==> config.mk <==
export PLATFORM = sky130hd
export DESIGN_NAME = pwm_generator
export DESIGN_NICKNAME = d
export VERILOG_FILES = /design/src/rtl/pwm_pkg.sv /design/src/rtl/pwm_generator_tick_sync.sv /design/src/rtl/pwm_generator.sv
export SDC_FILE = /design/constraint.sdc
export NUM_CORES = 1
export LEC_CHECK = 0
export ABC_CLOCK_PERIOD_IN_PS = 3700
export CAP_MARGIN = 15
export CORE_ASPECT_RATIO = 1.5
export CORE_MARGIN = 1
export CORE_UTILIZATION = 64
export CTS_CLUSTER_SIZE = 25
export DETAILED_ROUTE_END_ITERATION = 16
export DONT_BUFFER_PORTS = 1
export PLACE_DENSITY = 0.8
export SLEW_MARGIN = 10
export SYNTH_ARGS = -nofsm -noshare
export SYNTH_HDL_FRONTEND = slang
export SYNTH_SLANG_ARGS = --single-unit
==> constraint.sdc <==
create_clock -name clk_in -period 3.7 [get_ports clk_in]
set_input_delay 0.74 -clock clk_in [delete_from_list [all_inputs] [get_ports clk_in]]
set_output_delay 0.74 -clock clk_in [all_outputs]
set_load 0.005 [all_outputs]
==> src/rtl/pwm_pkg.sv <==
// Shared definitions for the PWM generator: default widths and the FSM state encoding.
package pwm_pkg;

   localparam int CNT_W_DEFAULT       = 16;
   localparam int SYNC_STAGES_DEFAULT = 2;

   typedef enum logic [1:0] {
      ST_IDLE  = 2'd0,
      ST_RUN   = 2'd1,
      ST_DRAIN = 2'd2
   } pwm_state_t;

   // RUN and DRAIN both keep the period counter alive.
   function automatic logic is_active(input pwm_state_t s);
      return (s == ST_RUN) || (s == ST_DRAIN);
   endfunction

endpackage

==> src/rtl/pwm_generator_tick_sync.sv <==
// Synchronizes the divided tick_clk into the clk_in domain and emits one pulse per rising edge.
module tick_sync
   import pwm_pkg::*;
#(
   parameter int SYNC_STAGES = SYNC_STAGES_DEFAULT
) (
   input  logic clk_in,
   input  logic rst,
   input  logic async_in,
   output logic tick
);

   logic [SYNC_STAGES-1:0] sync_q;
   logic [SYNC_STAGES:0]   fill_q;
   logic                   prev_q;

   // fill_q marks which stages hold real samples, so a level that is already
   // high when reset is released never looks like a fresh rising edge.
   always_ff @(posedge clk_in or posedge rst) begin
      if (rst) begin
         sync_q <= '0;
         fill_q <= '0;
         prev_q <= 1'b0;
         tick   <= 1'b0;
      end else begin
         sync_q[0] <= async_in;
         for (int i = 1; i < SYNC_STAGES; i++) begin
            sync_q[i] <= sync_q[i-1];
         end
         fill_q[0] <= 1'b1;
         for (int i = 1; i <= SYNC_STAGES; i++) begin
            fill_q[i] <= fill_q[i-1];
         end
         prev_q <= sync_q[SYNC_STAGES-1];
         tick   <= fill_q[SYNC_STAGES] & sync_q[SYNC_STAGES-1] & ~prev_q;
      end
   end

endmodule

==> src/rtl/pwm_generator.sv <==
// Tick-driven PWM generator with IDLE/RUN/DRAIN control and shadowed configuration
// that only takes effect on a period boundary.
module pwm_generator
   import pwm_pkg::*;
#(
   parameter int CNT_W       = CNT_W_DEFAULT,
   parameter int SYNC_STAGES = SYNC_STAGES_DEFAULT
) (
   input  logic             clk_in,
   input  logic             rst,
   input  logic             tick_clk,
   input  logic             en,
   input  logic             cfg_valid,
   output logic             cfg_ready,
   input  logic [CNT_W-1:0] cfg_period,
   input  logic [CNT_W-1:0] cfg_duty,
   output logic             pwm_out,
   output logic             period_done,
   output logic             busy
);

   localparam logic [CNT_W-1:0] CNT_ONE = {{(CNT_W-1){1'b0}}, 1'b1};

   pwm_state_t       state_q, state_d;
   logic [CNT_W-1:0] cnt_q, cnt_d;
   logic [CNT_W-1:0] act_period_q, act_duty_q;
   logic [CNT_W-1:0] sh_period_q, sh_duty_q;
   logic             pending_q;
   logic             tick;
   logic             running;
   logic             accept;
   logic             wrap;
   logic [CNT_W-1:0] period_after_wrap;

   tick_sync #(
      .SYNC_STAGES(SYNC_STAGES)
   ) u_tick_sync (
      .clk_in  (clk_in),
      .rst     (rst),
      .async_in(tick_clk),
      .tick    (tick)
   );

   assign running           = is_active(state_q);
   assign accept            = cfg_valid && cfg_ready;
   assign wrap              = tick && running && (cnt_q == (act_period_q - CNT_ONE));
   assign period_after_wrap = pending_q ? sh_period_q : act_period_q;
   assign cfg_ready         = !pending_q;
   assign busy              = running;

   always_comb begin
      state_d = state_q;
      cnt_d   = cnt_q;
      if (tick && running) begin
         cnt_d = wrap ? '0 : cnt_q + CNT_ONE;
      end
      case (state_q)
         ST_IDLE: begin
            cnt_d = '0;
            if (en && (act_period_q != '0)) begin
               state_d = ST_RUN;
            end
         end
         ST_RUN: begin
            // A shadowed zero period cannot be counted, so it parks the FSM.
            if (wrap && (period_after_wrap == '0)) begin
               state_d = ST_IDLE;
            end else if (!en) begin
               state_d = ST_DRAIN;
            end
         end
         ST_DRAIN: begin
            if (wrap && (!en || (period_after_wrap == '0))) begin
               state_d = ST_IDLE;
            end else if (en) begin
               state_d = ST_RUN;
            end
         end
         default: begin
            state_d = ST_IDLE;
            cnt_d   = '0;
         end
      endcase
   end

   always_ff @(posedge clk_in or posedge rst) begin
      if (rst) begin
         state_q <= ST_IDLE;
         cnt_q   <= '0;
      end else begin
         state_q <= state_d;
         cnt_q   <= cnt_d;
      end
   end

   // A handshake needs pending clear, so it can never collide with the shadow copy.
   always_ff @(posedge clk_in or posedge rst) begin
      if (rst) begin
         act_period_q <= '0;
         act_duty_q   <= '0;
         sh_period_q  <= '0;
         sh_duty_q    <= '0;
         pending_q    <= 1'b0;
      end else begin
         if (accept) begin
            if (running) begin
               sh_period_q <= cfg_period;
               sh_duty_q   <= cfg_duty;
               pending_q   <= 1'b1;
            end else begin
               act_period_q <= cfg_period;
               act_duty_q   <= cfg_duty;
            end
         end else if (wrap && pending_q) begin
            act_period_q <= sh_period_q;
            act_duty_q   <= sh_duty_q;
            pending_q    <= 1'b0;
         end
      end
   end

   always_ff @(posedge clk_in or posedge rst) begin
      if (rst) begin
         pwm_out     <= 1'b0;
         period_done <= 1'b0;
      end else begin
         pwm_out     <= running && (cnt_q < act_duty_q);
         period_done <= wrap;
      end
   end

endmodule

=== Word level (Yosys, flattened, before mapping) ===
Cells that the tools add are included.

* Equality and inequality tests: 9
* Bitwise gates (word level): 3
* Magnitude comparators: 1
* Reductions and logical operators: 21
* Add/subtract/negate cells: 2
* Mux-type cells: 19

{| class="wikitable"
|+ Operators by type and width
! kind !! number
|-
| $mux W16 || 10
|-
| $add A16 B1 Y16 const B || 1
|-
| $eq A16 B16 Y1 || 1
|-
| $logic_not A16 Y1 || 1
|-
| $lt A16 B16 Y1 || 1
|-
| $reduce_bool A16 Y1 || 1
|-
| $sub A16 B1 Y16 const B || 1
|-
| $mux W2 || 5
|-
| $logic_and A1 B1 Y1 || 8
|-
| $ne A2 B2 Y1 const B || 3
|-
| $ne A3 B2 Y1 const B || 2
|-
| $pmux W2 S3 || 1
|-
| $reduce_and A2 Y1 || 3
|-
| $mux W1 || 3
|-
| $reduce_and A3 Y1 || 1
|-
| $and A1 B1 Y1 || 2
|-
| $eq A2 B1 Y1 const B || 1
|-
| $eq A2 B2 Y1 const B || 1
|-
| $logic_not A1 Y1 || 2
|-
| $logic_not A2 Y1 || 1
|-
| $logic_or A1 B1 Y1 || 2
|-
| $ne A2 B1 Y1 const B || 1
|-
| $reduce_bool A2 Y1 || 1
|-
| $reduce_or A2 Y1 || 1
|-
| $not A1 Y1 || 1
|}

* Output and inout port bits: 4
* Input bits: 37
* Register bits: 92

=== Depth between registers and ports, before layout ===
* Depth after elaboration: 7
* Mapped depth: 12
* Mapped depth without buffers: 10

=== Hierarchy ===
A second synthesis with hierarchy kept.

* Cell total of the unflattened synthesis: 451
* Area, all modules: 5,038.6 um^2

{| class="wikitable"
|+ Modules (own cells, without submodules)
! module !! times used !! sequential area each (um^2) !! area each (um^2) !! cells each
|-
| pwm_generator || 1 || 2,127.0 || 4,847.1 || 441
|-
| tick_sync || 1 || 175.2 || 191.4 || 10
|}

=== Least setup slack after synthesis ===
Ideal clock, no wire load.

* Path type: reg2reg
* Start: register act_period_q[0]
* End: register cnt_q[5]
* Cell stages (with the launch flop): 13
* Clock period less this slack: 2.497 ns
* Arrival: 2.362 ns
* Path slack: 1.203 ns
* Cells stage by stage: dfrtp_1 -> inv_1 -> ha_1 -> nor3b_1 -> nand2_1 -> xnor2_1 -> a2111oi_2 -> and4_1 -> nor2_1 -> buf_2 -> buf_2 -> a21oi_1 -> a31oi_1

* Longest elaborated chain between the ends: 6

{| class="wikitable"
|+ Ends and longest elaborated chain
! what !! RTL line !! source
|-
| start, declared || pwm_generator.sv:26 || <nowiki>logic [CNT_W-1:0] act_period_q, act_duty_q;</nowiki>
|-
| start signal, assigned || pwm_generator.sv:111 || <nowiki>act_period_q <= cfg_period;</nowiki>
|-
| start signal, assigned || pwm_generator.sv:115 || <nowiki>act_period_q <= sh_period_q;</nowiki>
|-
| $sub A16 B1 Y16 || pwm_generator.sv:46 || <nowiki>assign wrap = tick && running && (cnt_q == (act_period_q - CNT_ONE));</nowiki>
|-
| $eq A16 B16 Y1 || pwm_generator.sv:46 ||
|-
| $logic_and A1 B1 Y1 || pwm_generator.sv:46 ||
|-
| $mux W16 || pwm_generator.sv:55 || <nowiki>cnt_d = wrap ? '0 : cnt_q + CNT_ONE;</nowiki>
|-
| $mux W16 || pwm_generator.sv:54 || <nowiki>if (tick && running) begin</nowiki>
|-
| $mux W16 || pwm_generator.sv:57 || <nowiki>case (state_q)</nowiki>
|-
| end signal, assigned || pwm_generator.sv:92 || <nowiki>cnt_q <= cnt_d;</nowiki>
|-
| end, declared || pwm_generator.sv:25 || <nowiki>logic [CNT_W-1:0] cnt_q, cnt_d;</nowiki>
|}

Every way passes these cells. The select of a mux whose other input is x is not followed.
A chain may end at the register's enable or synchronous reset.

=== Worst setup path after layout ===
* Start: register act_period_q[0]
* End: register act_duty_q[15]

* Longest elaborated chain between the ends: 6

{| class="wikitable"
|+ Ends and longest elaborated chain
! what !! RTL line !! source
|-
| $sub A16 B1 Y16 || pwm_generator.sv:46 ||
|-
| $eq A16 B16 Y1 || pwm_generator.sv:46 ||
|-
| $logic_and A1 B1 Y1 || pwm_generator.sv:46 ||
|-
| $logic_and A1 B1 Y1 || pwm_generator.sv:114 || <nowiki>end else if (wrap && pending_q) begin</nowiki>
|-
| $reduce_bool A2 Y1 (no line) || -- ||
|-
| $reduce_and A2 Y1 (no line) || -- ||
|-
| end signal, assigned || pwm_generator.sv:112 || <nowiki>act_duty_q <= cfg_duty;</nowiki>
|-
| end signal, assigned || pwm_generator.sv:116 || <nowiki>act_duty_q <= sh_duty_q;</nowiki>
|-
| end, declared || pwm_generator.sv:26 ||
|}

Every way passes these cells.

==> metrics <==
critical path capture point type flip-flop; Routed Antenna Nets 0; Reg power frac 0.498; fin nets 530; post-cts resize count 0; antenna cells 0; Switching Power 652 uW; period utilization 0.842; type of origin of the critical path flip-flop; worst-path maximum fanout 64; Final HPWL DP 7600 um; Cell Rows 38; Crit Path Category flip-flop to flip-flop; TritonCTS Buffers 9; CTS Root Cell clkbuf_8; Yosys cell types 50; grt total ovfl 0; HP Class input port to asynchronous set/reset pin; Clk network pwr share 0.330; Die Area around 8100 sq um; total global-route track usage 0.283; most frequent cells in the layout dfrtp_1, nand2_1, mux2i_1, mux2_2, o21ai_1; H-tree levels 3; Power Density between 400 and 500 nW/um^2; share of layout cells above drive strength 1 0.130; Synth warnings 0; Setup Fix Bufs, Post-CTS 0; top cell type's share of synthesized area 0.467; sw frac 0.292; number of synthesized flops with an enable pin 0; CTS tree done; final setup TNS 0 ps; CP cell instances inv_1 -> ha_1 -> nor3b_1 -> nand4_1 -> xnor2_1 -> nor4_2 -> nand4_2 -> a2bb2oi_4 -> buf_4 -> nand2_1 -> o21ai_0; area taken by multi-input logic gates 2460 sq um; Int Power roughly 1600 uW; Synth Area in Adders 0.0533; unrepaired setup endpoints after global routing false; mux contribution to synthesized area 0.138; Tightest Pin Transition 641 ps; simple-gate share of the synthesized area 0.138; Compound-Gate Fraction of Synth Area 0.118; top cells by area, synth dfrtp_1, mux2_2, mux2i_1, ha_1, nand2_1; Reg area 2300 sq um; Sink Count a little over 90; routed length per instance between 15 and 20 um; largest net degree at the start of global routing 65; Setup Viol. Count Final 0; MaxCap Viol Count 0; CP arrival 3330 ps; RePlAce Congestion about 0.88; synthesized area per cell 10.4 sq um; most common cell after layout, fill and taps aside dfrtp_1; CTS Buffer Depth 2; initial antenna violation count 0; leakage 0.00238 uW; Synth Register Bits 92; core footprint 7320 sq um; asr flop ratio synth 1.00; register area share after synthesis 0.467; xor and xnor area share after synthesis 0.0480; Clock Skews 10.2 ps; Final Hold Vio Count 0; Layout fillers 569; largest family of logic cells by synthesized area multiplexers; Die X-Extent roughly 74 um; fin crit period 3120 ps; port bufs 0; Worst-path clk slew 90 ps; Synth-to-Final Area Change 6.47%; first-pass GRT wire length roughly 17000 um; CP max-delay cell nor3b_1; Post-Syn Nets 532; via/cell ratio 6.05; total power 2230 uW; worst skew pair latency 370 ps; vias in the first global route between 3k and 4k; slowest stage delay, CP 480 ps; Die Ht approximately 110 um; WP data required 3920 ps; run status complete, no violations; Synth area leader dfrtp_1; CTS Hold Buffers Added 0; IO Count slightly above 40; WL final 10200 um; Comb power frac 0.173; Detailed Route Iter0 Violations 209; Worst VDD drop 0.356 mV; Slew HR 0.572; Initial Utilization 0.673; Mapped Cells 474; fmax 321 MHz; Initial DRT Pass Iterations 4; Mapped Area 4930 sq um; ys flop type dfrtp_1; max-slew violations 0; DRC Markers 0; Via Count 3482
[state kept, by name (all words and copies together), names as in the netlist]
register / flops
act_duty_q: 16
act_period_q: 16
cnt_q: 16
sh_duty_q: 16
sh_period_q: 16
u_tick_sync.fill_q: 3
state_q: 2
u_tick_sync.sync_q: 2
pending_q: 1
period_done: 1
pwm_out: 1
u_tick_sync.prev_q: 1
u_tick_sync.tick: 1
[kinds of logic (layout without fill, tap and decap cells)]
| logic type | after synthesis | after routing |
|---|---|---|
| muxes | 64 | 64 |
| adders and majority gates | 21 | 21 |
| other | 1 | 1 |
| buffers and inverters | 44 | 46 |
| AOI/OAI and AO/OA | 95 | 95 |
| xor gates and xnor gates | 27 | 27 |
| DFF | 92 | 92 |
| and+or+nand+nor | 130 | 130 |
[synthesized netlist by cell type, types with 2 or more instances]
cell type	instances
buf_1	3
a211oi_1	2
o211ai_1	3
and3_1	8
a21oi_1	13
o21ai_0	20
nor2_1	13
clkbuf_1	7
o2111ai_1	2
ha_1	21
nand3_1	12
nor3_1	9
buf_2	9
o2bb2ai_1	2
o21ai_1	28
a21boi_0	2
nand4_1	3
nand2b_1	12
nor4_1	7
nand4b_1	2
mux2i_1	32
nor2b_1	7
a22o_1	3
a21o_1	3
inv_1	24
mux2_2	32
xor2_1	13
a31oi_1	9
xnor2_1	14
dfrtp_1	92
nand2_1	48
[critical path: cells and delay by family, from the launching register on]
family | cells | cell delay [ps]
xor gates and xnor gates | 1 | 200
buffers and inverters | 2 | 390
and+or+nand+nor | 5 | 1390
adders and majority gates | 1 | 230
DFF | 1 | 440
AOI/OAI and AO/OA | 2 | 310
[power by group through the flow]
| stage | clock [uW] | sequential, uW | combinational [uW] |
|---|---|---|---|
| floorplan | 0 | 1110 | 284 |
| global placement | 0 | 1120 | 355 |
| detailed placement | 0 | 1130 | 377 |
| CTS | 746 | 1110 | 379 |
| global route | 792 | 1120 | 421 |
| finish | 735 | 1110 | 385 |
[metal layers]
metal	share of wire	GRT usage	wire (um)	up-vias
met3	0.053	0.0504	544	28
met2	0.50	0.457	5110	91
met1	0.41	0.361	4180	1693
met4	0.036	0.150	368	0
met5	0	0	0	-
li1	-	-	-	1670
[area by class of cell]
| cell class | instances | share of cell area |
|---|---|---|
| repair buffers | 7 | 0.0100 |
| clock inverters | 4 | 0.0141 |
| inverters | 24 | 0.0174 |
| clock buffers | 11 | 0.0269 |
| multi-input cells | 338 | 0.469 |
| well taps | 100 | 0.0238 |
| flip-flops and latches | 92 | 0.439 |
[worst paths after layout]
check,from,to,slack (ps),cells after the start
worst min-delay path,rst,act_duty_q[10],310,1
worst max-delay path,act_period_q[0],act_duty_q[15],580,11
min in group clk_in,u_tick_sync.sync_q[0],u_tick_sync.sync_q[1],350,0
max in group asynchronous,rst,act_duty_q[15],2570,2
worst max register to register,act_period_q[0],act_duty_q[15],580,11
worst min register to register,u_tick_sync.sync_q[0],u_tick_sync.sync_q[1],350,0
[metrics by stage]
step                std cells   util  hold slack [ps]  cell area, sq um  worst slack (ps)
global route              576  0.717              352              5250               289
global placement          560  0.686              334              5020               599
finish                    576  0.717              313              5250               584
detailed placement        560  0.686              338              5020               343
floorplan                 474      -              331              4930               568
CTS                       575  0.716              318              5240               325
(Power assumes the default switching activity.)
